### src/rtl/prim_extremum_tree_pkg.sv
// Shared types and sizing helpers for the pipelined extremum (max/min) tree.
package prim_extremum_tree_pkg;

  typedef enum logic {
    ExtMax = 1'b0,
    ExtMin = 1'b1
  } ext_mode_e;

  // Register stages needed for a tree over num_src leaves cut every levels_per_stage levels.
  function automatic int unsigned num_stages(input int unsigned num_src,
                                             input int unsigned levels_per_stage);
    int unsigned levels;
    levels = $clog2(num_src);
    return (levels + levels_per_stage - 1) / levels_per_stage;
  endfunction

endpackage

### src/rtl/prim_extremum_tree_node.sv
// Compare-select node: prefers the valid child; on equal values the lower-index child (a) wins.
module prim_extremum_tree_node
  import prim_extremum_tree_pkg::*;
#(
  parameter int unsigned Width    = 8,
  parameter int unsigned SrcWidth = 5,
  parameter bit          Signed   = 1'b0
) (
  input  ext_mode_e           mode_i,
  input  logic                a_valid_i,
  input  logic [Width-1:0]    a_value_i,
  input  logic [SrcWidth-1:0] a_idx_i,
  input  logic                b_valid_i,
  input  logic [Width-1:0]    b_value_i,
  input  logic [SrcWidth-1:0] b_idx_i,
  output logic                valid_o,
  output logic [Width-1:0]    value_o,
  output logic [SrcWidth-1:0] idx_o
);

  logic b_gt, b_lt, pick_b;

  always_comb begin
    if (Signed) begin
      b_gt = $signed(b_value_i) > $signed(a_value_i);
      b_lt = $signed(b_value_i) < $signed(a_value_i);
    end else begin
      b_gt = b_value_i > a_value_i;
      b_lt = b_value_i < a_value_i;
    end
    pick_b  = b_valid_i & (~a_valid_i | ((mode_i == ExtMin) ? b_lt : b_gt));
    valid_o = a_valid_i | b_valid_i;
    value_o = pick_b ? b_value_i : a_value_i;
    idx_o   = pick_b ? b_idx_i : a_idx_i;
  end

endmodule

### src/rtl/prim_extremum_tree_pipe.sv
// Pipelined max/min tree with valid/ready flow control.
// Define PRIM_EXTREMUM_TREE_EMPTY_CNT_EN to count delivered results with no valid source.
module prim_extremum_tree_pipe
  import prim_extremum_tree_pkg::*;
#(
  parameter int unsigned NumSrc         = 32,
  parameter int unsigned Width          = 8,
  parameter int unsigned LevelsPerStage = 2,
  parameter bit          Signed         = 1'b0,
  localparam int unsigned SrcWidth      = $clog2(NumSrc)
) (
  input  logic                         clk_i,
  input  logic                         rst_i,
  input  logic                         in_valid_i,
  output logic                         in_ready_o,
  input  logic [NumSrc-1:0][Width-1:0] values_i,
  input  logic [NumSrc-1:0]            valid_i,
  input  logic                         mode_i,
  output logic                         out_valid_o,
  input  logic                         out_ready_i,
  output logic [Width-1:0]             ext_value_o,
  output logic [SrcWidth-1:0]          ext_idx_o,
  output logic                         ext_valid_o,
  output logic [15:0]                  empty_cnt_o
);

  localparam int unsigned NumLevels = $clog2(NumSrc);
  localparam int unsigned NumStages = num_stages(NumSrc, LevelsPerStage);
  localparam int unsigned NumLeaves = 2 ** NumLevels;

  // Level l holds NumLeaves >> l live nodes; remaining entries are tied to zero.
  logic [Width-1:0]    lv_val  [NumLevels+1][NumLeaves];
  logic [SrcWidth-1:0] lv_idx  [NumLevels+1][NumLeaves];
  logic                lv_vld  [NumLevels+1][NumLeaves];
  ext_mode_e           lv_mode [NumLevels+1];

  logic [NumStages-1:0] stage_valid;
  logic [NumStages:0]   stage_ready;

  assign stage_ready[NumStages] = out_ready_i;
  assign lv_mode[0]             = ext_mode_e'(mode_i);

  for (genvar n = 0; n < NumLeaves; n++) begin : g_leaf
    assign lv_idx[0][n] = SrcWidth'(n);
    if (n < NumSrc) begin : g_src
      assign lv_val[0][n] = values_i[n];
      assign lv_vld[0][n] = valid_i[n];
    end else begin : g_pad
      assign lv_val[0][n] = '0;
      assign lv_vld[0][n] = 1'b0;
    end
  end

  for (genvar l = 0; l < NumLevels; l++) begin : g_level
    localparam int unsigned NumNodes = NumLeaves >> (l + 1);
    localparam int unsigned Stage    = l / LevelsPerStage;
    localparam bit Boundary = ((l + 1) % LevelsPerStage == 0) || (l + 1 == NumLevels);

    logic [Width-1:0]    nd_val [NumNodes];
    logic [SrcWidth-1:0] nd_idx [NumNodes];
    logic                nd_vld [NumNodes];

    for (genvar n = 0; n < NumNodes; n++) begin : g_node
      prim_extremum_tree_node #(
        .Width   (Width),
        .SrcWidth(SrcWidth),
        .Signed  (Signed)
      ) u_node (
        .mode_i   (lv_mode[l]),
        .a_valid_i(lv_vld[l][2*n]),
        .a_value_i(lv_val[l][2*n]),
        .a_idx_i  (lv_idx[l][2*n]),
        .b_valid_i(lv_vld[l][2*n+1]),
        .b_value_i(lv_val[l][2*n+1]),
        .b_idx_i  (lv_idx[l][2*n+1]),
        .valid_o  (nd_vld[n]),
        .value_o  (nd_val[n]),
        .idx_o    (nd_idx[n])
      );
    end

    if (Boundary) begin : g_reg
      logic      up_valid;
      logic      load;
      logic      vld_q;
      ext_mode_e mode_q;

      if (Stage == 0) begin : g_first
        assign up_valid = in_valid_i;
      end else begin : g_next
        assign up_valid = stage_valid[Stage-1];
      end

      assign load               = stage_ready[Stage] & up_valid;
      assign stage_valid[Stage] = vld_q;
      assign stage_ready[Stage] = ~vld_q | stage_ready[Stage+1];
      assign lv_mode[l+1]       = mode_q;

      always_ff @(posedge clk_i or posedge rst_i) begin
        if (rst_i) begin
          vld_q  <= 1'b0;
          mode_q <= ExtMax;
        end else if (stage_ready[Stage]) begin
          vld_q <= up_valid;
          if (up_valid) mode_q <= lv_mode[l];
        end
      end

      for (genvar n = 0; n < NumNodes; n++) begin : g_node_q
        logic [Width-1:0]    val_q;
        logic [SrcWidth-1:0] idx_q;
        logic                nvld_q;
        always_ff @(posedge clk_i or posedge rst_i) begin
          if (rst_i) begin
            val_q  <= '0;
            idx_q  <= '0;
            nvld_q <= 1'b0;
          end else if (load) begin
            val_q  <= nd_val[n];
            idx_q  <= nd_idx[n];
            nvld_q <= nd_vld[n];
          end
        end
        assign lv_val[l+1][n] = val_q;
        assign lv_idx[l+1][n] = idx_q;
        assign lv_vld[l+1][n] = nvld_q;
      end
    end else begin : g_comb
      assign lv_mode[l+1] = lv_mode[l];
      for (genvar n = 0; n < NumNodes; n++) begin : g_node_c
        assign lv_val[l+1][n] = nd_val[n];
        assign lv_idx[l+1][n] = nd_idx[n];
        assign lv_vld[l+1][n] = nd_vld[n];
      end
    end

    for (genvar n = NumNodes; n < NumLeaves; n++) begin : g_unused
      assign lv_val[l+1][n] = '0;
      assign lv_idx[l+1][n] = '0;
      assign lv_vld[l+1][n] = 1'b0;
    end
  end

  assign in_ready_o  = stage_ready[0] & ~rst_i;
  assign out_valid_o = stage_valid[NumStages-1];
  assign ext_value_o = lv_val[NumLevels][0];
  assign ext_idx_o   = lv_idx[NumLevels][0];
  assign ext_valid_o = lv_vld[NumLevels][0];

`ifdef PRIM_EXTREMUM_TREE_EMPTY_CNT_EN
  logic [15:0] empty_cnt_q;
  always_ff @(posedge clk_i or posedge rst_i) begin
    if (rst_i) begin
      empty_cnt_q <= '0;
    end else if (out_valid_o && out_ready_i && !ext_valid_o && empty_cnt_q != 16'hFFFF) begin
      empty_cnt_q <= empty_cnt_q + 16'd1;
    end
  end
  assign empty_cnt_o = empty_cnt_q;
`else
  assign empty_cnt_o = '0;
`endif

endmodule

### config.mk
export PLATFORM = sky130hd
export DESIGN_NAME = prim_extremum_tree_pipe
export DESIGN_NICKNAME = d
export VERILOG_FILES = /design/src/rtl/prim_extremum_tree_pkg.sv /design/src/rtl/prim_extremum_tree_node.sv /design/src/rtl/prim_extremum_tree_pipe.sv
export SDC_FILE = /design/constraint.sdc
export NUM_CORES = 1
export LEC_CHECK = 0
export CAP_MARGIN = 5
export CORE_ASPECT_RATIO = 0.9
export CORE_MARGIN = 1.5
export CORE_UTILIZATION = 51
export CTS_CLUSTER_DIAMETER = 80
export CTS_CLUSTER_SIZE = 10
export DETAILED_ROUTE_END_ITERATION = 12
export GPL_ROUTABILITY_DRIVEN = 0
export PLACE_DENSITY = 0.8
export SKIP_CTS_REPAIR_TIMING = 1
export SLEW_MARGIN = 5
export SYNTH_ARGS = -nofsm -noshare
export SYNTH_HDL_FRONTEND = slang
export SYNTH_HIERARCHICAL = 1
export SYNTH_SLANG_ARGS = --single-unit
### constraint.sdc
create_clock -name clk_i -period 4.9 [get_ports clk_i]
set_input_delay 0.49 -clock clk_i [delete_from_list [all_inputs] [get_ports clk_i]]
set_output_delay 0.49 -clock clk_i [all_outputs]
set_load 0.05 [all_outputs]
### Word-level counts from Yosys, hierarchy flattened

Index checks and enable logic that the tools add are counted.

| word-level totals | value |
|---|---|
| bits in registers | 159 |
| input port bits | 293 |
| output and inout bits | 32 |
| logic and storage cells | 330 |

| cells by class | value |
|---|---|
| magnitude comparators | 62 |
| muxes and demuxes | 93 |
| bitwise operators | 135 |
| reduce and logical (&&, ||, !) cells | 2 |

Operators by type and width:

| operator | number |
|---|---|
| 8-bit > comparator | 31 |
| 8-bit less-than comparator | 31 |
| 8-bit 2-to-1 mux | 31 |
| 1-bit bitwise OR | 65 |
| 1-bit 2-to-1 mux | 47 |
| 1-bit bitwise AND | 35 |
| 5-bit 2-to-1 mux | 7 |
| 1-bit NOT | 35 |
| 2-bit 2-to-1 mux | 8 |
| 2-bit AND reduction | 2 |

### Depth between registers and ports, before layout

Gate-level depths: netlist (run 1).

| logic depth | value |
|---|---|
| word-level depth | 10 |
| depth in mapped cells | 19 |
| depth with buffers taken out | 17 |

### Hierarchy

Netlist (run 1), hierarchy kept.

Modules (own cells, without submodules):

| module | instances | cells an instance | area each (sq um) | seq. area each (sq um) |
|---|---|---|---|---|
| prim_extremum_tree_node | 31 | 47 | 432.9 | 0.0 |
| prim_extremum_tree_pipe | 1 | 360 | 6060.8 | 3978.8 |

### Least setup slack after synthesis (run 1)

Ideal clock, no wire load.

| timing | value |
|---|---|
| kind | input to output |
| from | input port rst_i |
| to | output port in_ready_o |
| data arrival time | 4.516 ns |
| required time | 4.410 ns |
| setup slack | -0.106 ns |
| cell stages on the path | 2 |
| cells stage by stage | inv_1 > and2_1 |

| on the way | value |
|---|---|
| word-level cells in the longest chain between the ends | 2 |

Ends and longest elaborated chain:

| item | RTL line | source |
|---|---|---|
| from (decl) | prim_extremum_tree_pipe.sv:13 | `input logic rst_i,` |
| 1-bit NOT | prim_extremum_tree_pipe.sv:144 | `assign in_ready_o = stage_ready[0] & ~rst_i;` |
| 1-bit bitwise AND | prim_extremum_tree_pipe.sv:144 |  |
| to (decl) | prim_extremum_tree_pipe.sv:15 | `output logic in_ready_o,` |

No other way between the ends.

==> results of run 1 <==
registers in the layout, summed over array words and instances (netlist names):
| name | flops |
|---|---|
| ext_valid_o | 1 |
| g_level.g_reg.vld_q | 2 |
| ext_value_o | 8 |
| g_level.g_reg.g_node_q.nvld_q | 10 |
| g_level.g_reg.g_node_q.idx_q | 50 |
| out_valid_o | 1 |
| g_level.g_reg.mode_q | 2 |
| ext_idx_o | 5 |
| g_level.g_reg.g_node_q.val_q | 80 |
worst paths after layout:
check / to / slack (ns) / depth (start not counted)
max in group asynchronous: g_level[3].g_reg.g_node_q[1].idx_q[4] / 3.55 / 3
min in group asynchronous: g_level[1].g_reg.g_node_q[0].val_q[1] / 0.65 / 3
max reg2reg: g_level[3].g_reg.g_node_q[0].idx_q[2] / 0.36 / 16
min: ext_idx_o[3] / 0.50 / 1
min reg2reg: ext_idx_o[3] / 0.50 / 1
max: g_level[3].g_reg.g_node_q[0].idx_q[2] / 0.36 / 16
power breakdown:
part,switching [mW],internal (mW)
logic,2.31,2.89
clock network,0.569,0.937
registers,0.340,1.73
total,3.21,5.56
layout make-up:
class | count | share of cell area (%)
multi-input combinational | 1489 | 60.1
sequential | 159 | 16.5
timing repair buffer | 338 | 13.8
inverter | 280 | 4.37
tap | 483 | 2.50
clock buffer | 20 | 1.89
clock inverter | 11 | 0.834
cell usage after synthesis (all sizes together):
cell,count
nor2b,31
or2,31
nand4,62
buf,63
ha,248
a21oi,124
o211ai,31
and2,1
a31o,31
conb,2
dfrtp,159
inv,280
or3b,31
nand2b,4
nand3b,1
o21ai,62
mux2,559
nor2,62
nand4b,1
nand2,34
cell families (layout without fill, tap and decap cells):
| family | count (synthesis) | after routing | synth area share [%] |
|---|---|---|---|
| DFF | 159 | 159 | 20.4 |
| AOI/OAI and AO/OA | 248 | 248 | 8.16 |
| adders and majority gates | 248 | 248 | 15.9 |
| muxes | 559 | 559 | 38.3 |
| buffers and inverters | 343 | 649 | 8.50 |
| other | 2 | 176 | 0.0386 |
| and+or+nand+nor | 258 | 258 | 8.66 |
per-stage QoR:
stage | TNS (ns) | power [mW]
detailed placement | -0.0256 | 7.23
global route | 0 | 9.32
finish | 0 | 8.77
floorplan | 0 | 6.06
global placement | 0 | 7.02
CTS | 0 | 8.80
worst max-delay path, cell delays in order (launching register included):
cell,delay (ns)
dfrtp_1,0.40
inv_1,0.06
ha_1,0.33
nor2b_4,0.14
o211ai_2,0.15
a21oi_1,0.10
or3b_1,0.37
a31o_2,0.40
mux2_4,0.39
ha_1,0.31
nor2b_4,0.14
o211ai_2,0.12
a21oi_1,0.09
or3b_1,0.37
a31o_2,0.41
mux2_4,0.35
mux2_2,0.26
routing by layer:
| metal | share of wire, % | track usage [%] | wire length, um |
|---|---|---|---|
| met5 | 0 | 0 | 0 |
| met4 | 1.7 | 5.80 | 785 |
| met3 | 3.1 | 2.77 | 1430 |
| met2 | 49 | 41.3 | 22700 |
| met1 | 46 | 29.8 | 21000 |
==> metrics, run 1 <==
status=finished, final reports clean; final WL=46000 um; worst hold path startpoint=ext_idx_o[3]; register area share after synthesis=20.4%; Non-Filler Instances=2780; clk sink count=159; Reg clk slew, reported paths=0.07 ns; worst min path class=flop to flop; post-synthesis sequential element count=159; CP endpoint kind=flop; std cell rows=67; Yosys top cell area share=23.9%; Final Cycle Share=92.6%; CP arrival=4.84 ns; initial DRC count=540; Num CTS Buffers=17; RR Startpoint=g_level[1].g_reg.g_node_q[2].val_q[1]; DR pass1 iterations=5; Initial Utilization=52.0%; Clock Skew=0.0124 ns; Final Util=64.4%; Slew Viols, Final=0; grt total ovfl=0; I/O pins=325; final worst setup slack=0.364 ns; final hold vios=0; GRT Overall Usage=23.2%; global-route wire length before repair=74800 um; Inserted Diodes=0; post-detail-place hpwl=37800 um; maxcap violations=0; dpl cell area=0.0235 sq mm; multi-input logic area=0.0145 sq mm; vias per std cell=5.28; largest area contributor in the synthesized netlist=mux2_4; yosys synthesis warning count=6; share of layout cells above drive strength 1=32.5%; fin area=0.0241 sq mm; CP max FO=13; Final Setup Violations=0; Least-Margin Pin Slew=0.916 ns; DIE AREA=0.0394 sq mm; most common cell after layout, fill and taps aside=mux2_4; Placed Cells=2749; Syn Inst Count=1817; relative slew slack=38.9%; Max Fclk=220 MHz; initial antenna violation count=0; Final Critical Period=4.54 ns; Vias=14700; WP data required=5.21 ns; Mapped Area=0.0195 sq mm; DRT antenna net count=0; Hold WS=0.502 ns; worst ir drop on vdd=0.000276 V; pwr dens=363 mW/mm^2; count of different cell masters after synthesis=23; wire length per cell=16.5 um; Setup CP Type=flop to flop; Layout area overhead=23.9%; Clock Tree Buf Depth=2; RSZ-0062 raised after global routing=no; TritonCTS clock tree=done; root buffer cell=clkbuf_16; largest net degree at the start of global routing=160; register area=0.00398 sq mm; Die W=209 um; vias in the first global route=15500; pre-CTS setup slack=-0.0107 ns; worst skew pair latency=0.43 ns; top cells by area, synth=mux2_4 (24%), dfrtp_1 (20%), ha_1 (16%); syn_area_per_cell=10.7 sq um; fill count=2922; most frequent cells in the layout=mux2_4 (310), clkdlybuf4s50_1 (307), inv_1 (279); core area=0.0375 sq mm; H-tree depth=4; port bufs=308; CP Launch Point=g_level[1].g_reg.g_node_q[2].val_q[1]; critical path launch point type=flop; Leak Pwr=12.2 nW; Die H=188 um; drt drc=0; nets=2826
Power figures use the tool's default switching activity.
==> run 2, diff against run 1 <==
--- a/config.mk
+++ b/config.mk
@@ -8,12 +8,13 @@
 export CAP_MARGIN = 5
 export CORE_ASPECT_RATIO = 0.9
 export CORE_MARGIN = 1.5
-export CORE_UTILIZATION = 51
+export CORE_UTILIZATION = 45
 export CTS_CLUSTER_DIAMETER = 80
 export CTS_CLUSTER_SIZE = 10
 export DETAILED_ROUTE_END_ITERATION = 12
 export GPL_ROUTABILITY_DRIVEN = 0
-export PLACE_DENSITY = 0.8
+export PLACE_DENSITY = 0.72
+export SETUP_SLACK_MARGIN = 0.3
 export SKIP_CTS_REPAIR_TIMING = 1
 export SLEW_MARGIN = 5
 export SYNTH_ARGS = -nofsm -noshare
==> run 2 against run 1 <==
Net effect:
- fmax increased by 1.9%
- clock skew increased by 0.0060 ns
- largest cell class unchanged
- cell count increased by 2.6%
- global-route usage decreased by 2.5 points
- worst hold slack got worse by 0.072 ns
==> metrics, run 2 (synthesis gave the netlist of run 1 again) <==
Non-Filler Instances=2853 (+2.6%); Power, Total=8.73 mW (-0.53%); Die W=222 um (+6.4%); CP max FO=9 (-4); Placed Cells=2820 (+2.6%); Inserted Diodes=0 (unchanged); Final Cycle Share=90.8% (-1.7 points); std cell rows=72 (+7.5%); drt drc=0 (unchanged); critical path launch point type=primary input; WP data required=5.22 ns (about the same); largest register by flop count=g_level.g_reg.g_node_q.val_q; TritonCTS clock tree=done; initial DRC count=485 (-10%); max incr delay on CP=0.51 ns (+0.10 ns); DRT antenna net count=0 (unchanged); CP delay by family, top=compound AO/OA/AOI/OAI gates; initial antenna violation count=0 (unchanged); largest net degree at the start of global routing=82 (-49%); max reg flops=80 (unchanged); grt total ovfl=0 (unchanged); core area=0.0429 sq mm (+14%); CP arrival=4.77 ns (-0.07 ns); final WL=46900 um (+2.0%); worst min path class=primary input to async pin; cells along the critical path=clkdlybuf4s50_1, inv_1, ha_1, nor2b_4, o211ai_2, a21oi_1, or3b_1, a31o_2, mux2_2, inv_1, ha_1, a21oi_1, o21ai_0, or3b_1, a31o_2, mux2_4, mux2_2; Leak Pwr=12.2 nW (+0.21%); status=finished, final reports clean; post-detail-place hpwl=38600 um (+2.1%); Clock Skew=0.0184 ns (+0.00598 ns); I/O pins=325 (unchanged); final hold vios=0 (unchanged); most common cell after layout, fill and taps aside=mux2_4; vias in the first global route=15400 (-1.0%); Die H=200 um (+6.4%); dpl cell area=0.0236 sq mm (+0.30%); root buffer cell=clkbuf_16; maxcap violations=0 (unchanged); Vias=14600 (-0.52%); global-route wire length before repair=75500 um (+0.99%); relative slew slack=31.5% (-7.4 points); CP endpoint kind=flop; RSZ-0062 raised after global routing=yes; CP max stage cell=clkdlybuf4s50_1; Initial Utilization=45.4% (-6.6 points); wire length per cell=16.4 um (-0.58%); DIE AREA=0.0446 sq mm (+13%); Max Fclk=225 MHz (+1.9%); worst skew pair latency=0.44 ns (about the same); clk sink count=159 (unchanged); Final Setup Violations=0 (unchanged); vias per std cell=5.12 (-3.1%); Setup CP Type=primary input to flop; Reg clk slew, reported paths=0.07 ns (about the same); fill count=3691 (+26%); Clock Tree Buf Depth=2 (unchanged); most frequent cells in the layout=mux2_4 (310), clkdlybuf4s50_1 (307), inv_1 (279); Slew Viols, Final=0 (unchanged); port bufs=308 (unchanged); Num CTS Buffers=17 (unchanged); fin area=0.0243 sq mm (+0.72%); GRT Overall Usage=20.7% (-2.5 points); Regs by FF count=g_level.g_reg.g_node_q.val_q x80, g_level.g_reg.g_node_q.idx_q x50, g_level.g_reg.g_node_q.nvld_q x10; Final Critical Period=4.45 ns (-0.0852 ns); DR pass1 iterations=5 (unchanged); share of layout cells above drive strength 1=32.6% (+0.073 points); Least-Margin Pin Slew=1.03 ns (+0.112 ns); nets=2826 (unchanged); H-tree depth=4 (unchanged); pwr dens=359 mW/mm^2 (-1.2%); Layout area overhead=24.8%; worst ir drop on vdd=0.000347 V (+26%); CP Buf/Inv Count=3 (+2)
## run 2: changes by cell type in the layout (fill, tap and decap cells not counted)
cell / before / now
a31o_2: 31 / 18
a31o_4: 0 / 14
buf_12: 3 / 2
bufinv_16: 5 / 3
clkbuf_1: 1 / 0
clkbuf_8: 2 / 1
clkinv_4: 2 / 1
inv_6: 3 / 7
inv_8: 0 / 2
o21ai_0: 62 / 61
o21ai_1: 0 / 1
## run 2: path summary, 6_finish.rpt
check	startpoint	end	slack (ns)	depth (start not counted)
min	rst_i	g_level[1].g_reg.g_node_q[5].val_q[5]	0.43	2
max	values_i[65]	g_level[1].g_reg.g_node_q[2].val_q[1]	0.45	17
max reg2reg	g_level[1].g_reg.g_node_q[4].val_q[1]	g_level[3].g_reg.g_node_q[1].val_q[0]	0.46	17
min in group clk_i	g_level[1].g_reg.vld_q	g_level[3].g_reg.vld_q	0.51	1
min reg2reg	g_level[1].g_reg.vld_q	g_level[3].g_reg.vld_q	0.51	1
max in group asynchronous	rst_i	g_level[1].g_reg.g_node_q[7].idx_q[4]	3.11	3
## run 2: stage by stage
stage / hold WS, ns / util, % / TNS (ns) / setup WS [ns]
after global placement: 0.487 / 54.9 / 0 / 0.0615
final: 0.430 / 56.7 / 0 / 0.449
after floorplan: 0.457 / - / 0 / 0.625
after detailed placement: 0.492 / 54.9 / -0.202 / -0.0245
after global routing: 0.455 / 56.7 / 0 / 0.261
after CTS: 0.428 / 56.4 / 0 / 0.394
## run 2: cell type report
type	count	area (sq um)	area share, %
Inverter	280	1050	4.34
Clock inverter	14	190	0.782
Multi-Input combinational cell	1490	14600	60.2
Timing Repair Buffer	337	3320	13.7
Tap cell	555	694	2.86
Clock buffer	18	439	1.81
Sequential cell	159	3980	16.4
## run 2: worst register-to-register path: stages, from the launching register on
cell and delay [ns]:
dfrtp_1 0.38, inv_1 0.06, ha_1 0.30, nor2b_4 0.13, o211ai_2 0.13, a21oi_1 0.11, or3b_1 0.42, a31o_4 0.35
mux2_4 0.36, inv_1 0.07, ha_1 0.24, nor2b_4 0.14, o211ai_2 0.14, a21oi_1 0.10, or3b_1 0.39, a31o_2 0.41
mux2_4 0.36, mux2_2 0.26
## run 2: routing by layer
metal | routed length, um | part of all wire [%] | global-route usage [%]
met5 | 0 | 0 | 0
met4 | 756 | 1.6 | 4.89
met3 | 1850 | 4.0 | 3.10
met2 | 22600 | 48 | 36.2
met1 | 21600 | 46 | 26.9
## run 2: where the power goes
part	leakage [nW]	internal, mW	switching, mW
Clock	0.307	0.836	0.603
Combinational	10.1	2.91	2.31
Sequential	1.82	1.73	0.334
Total	12.2	5.48	3.25
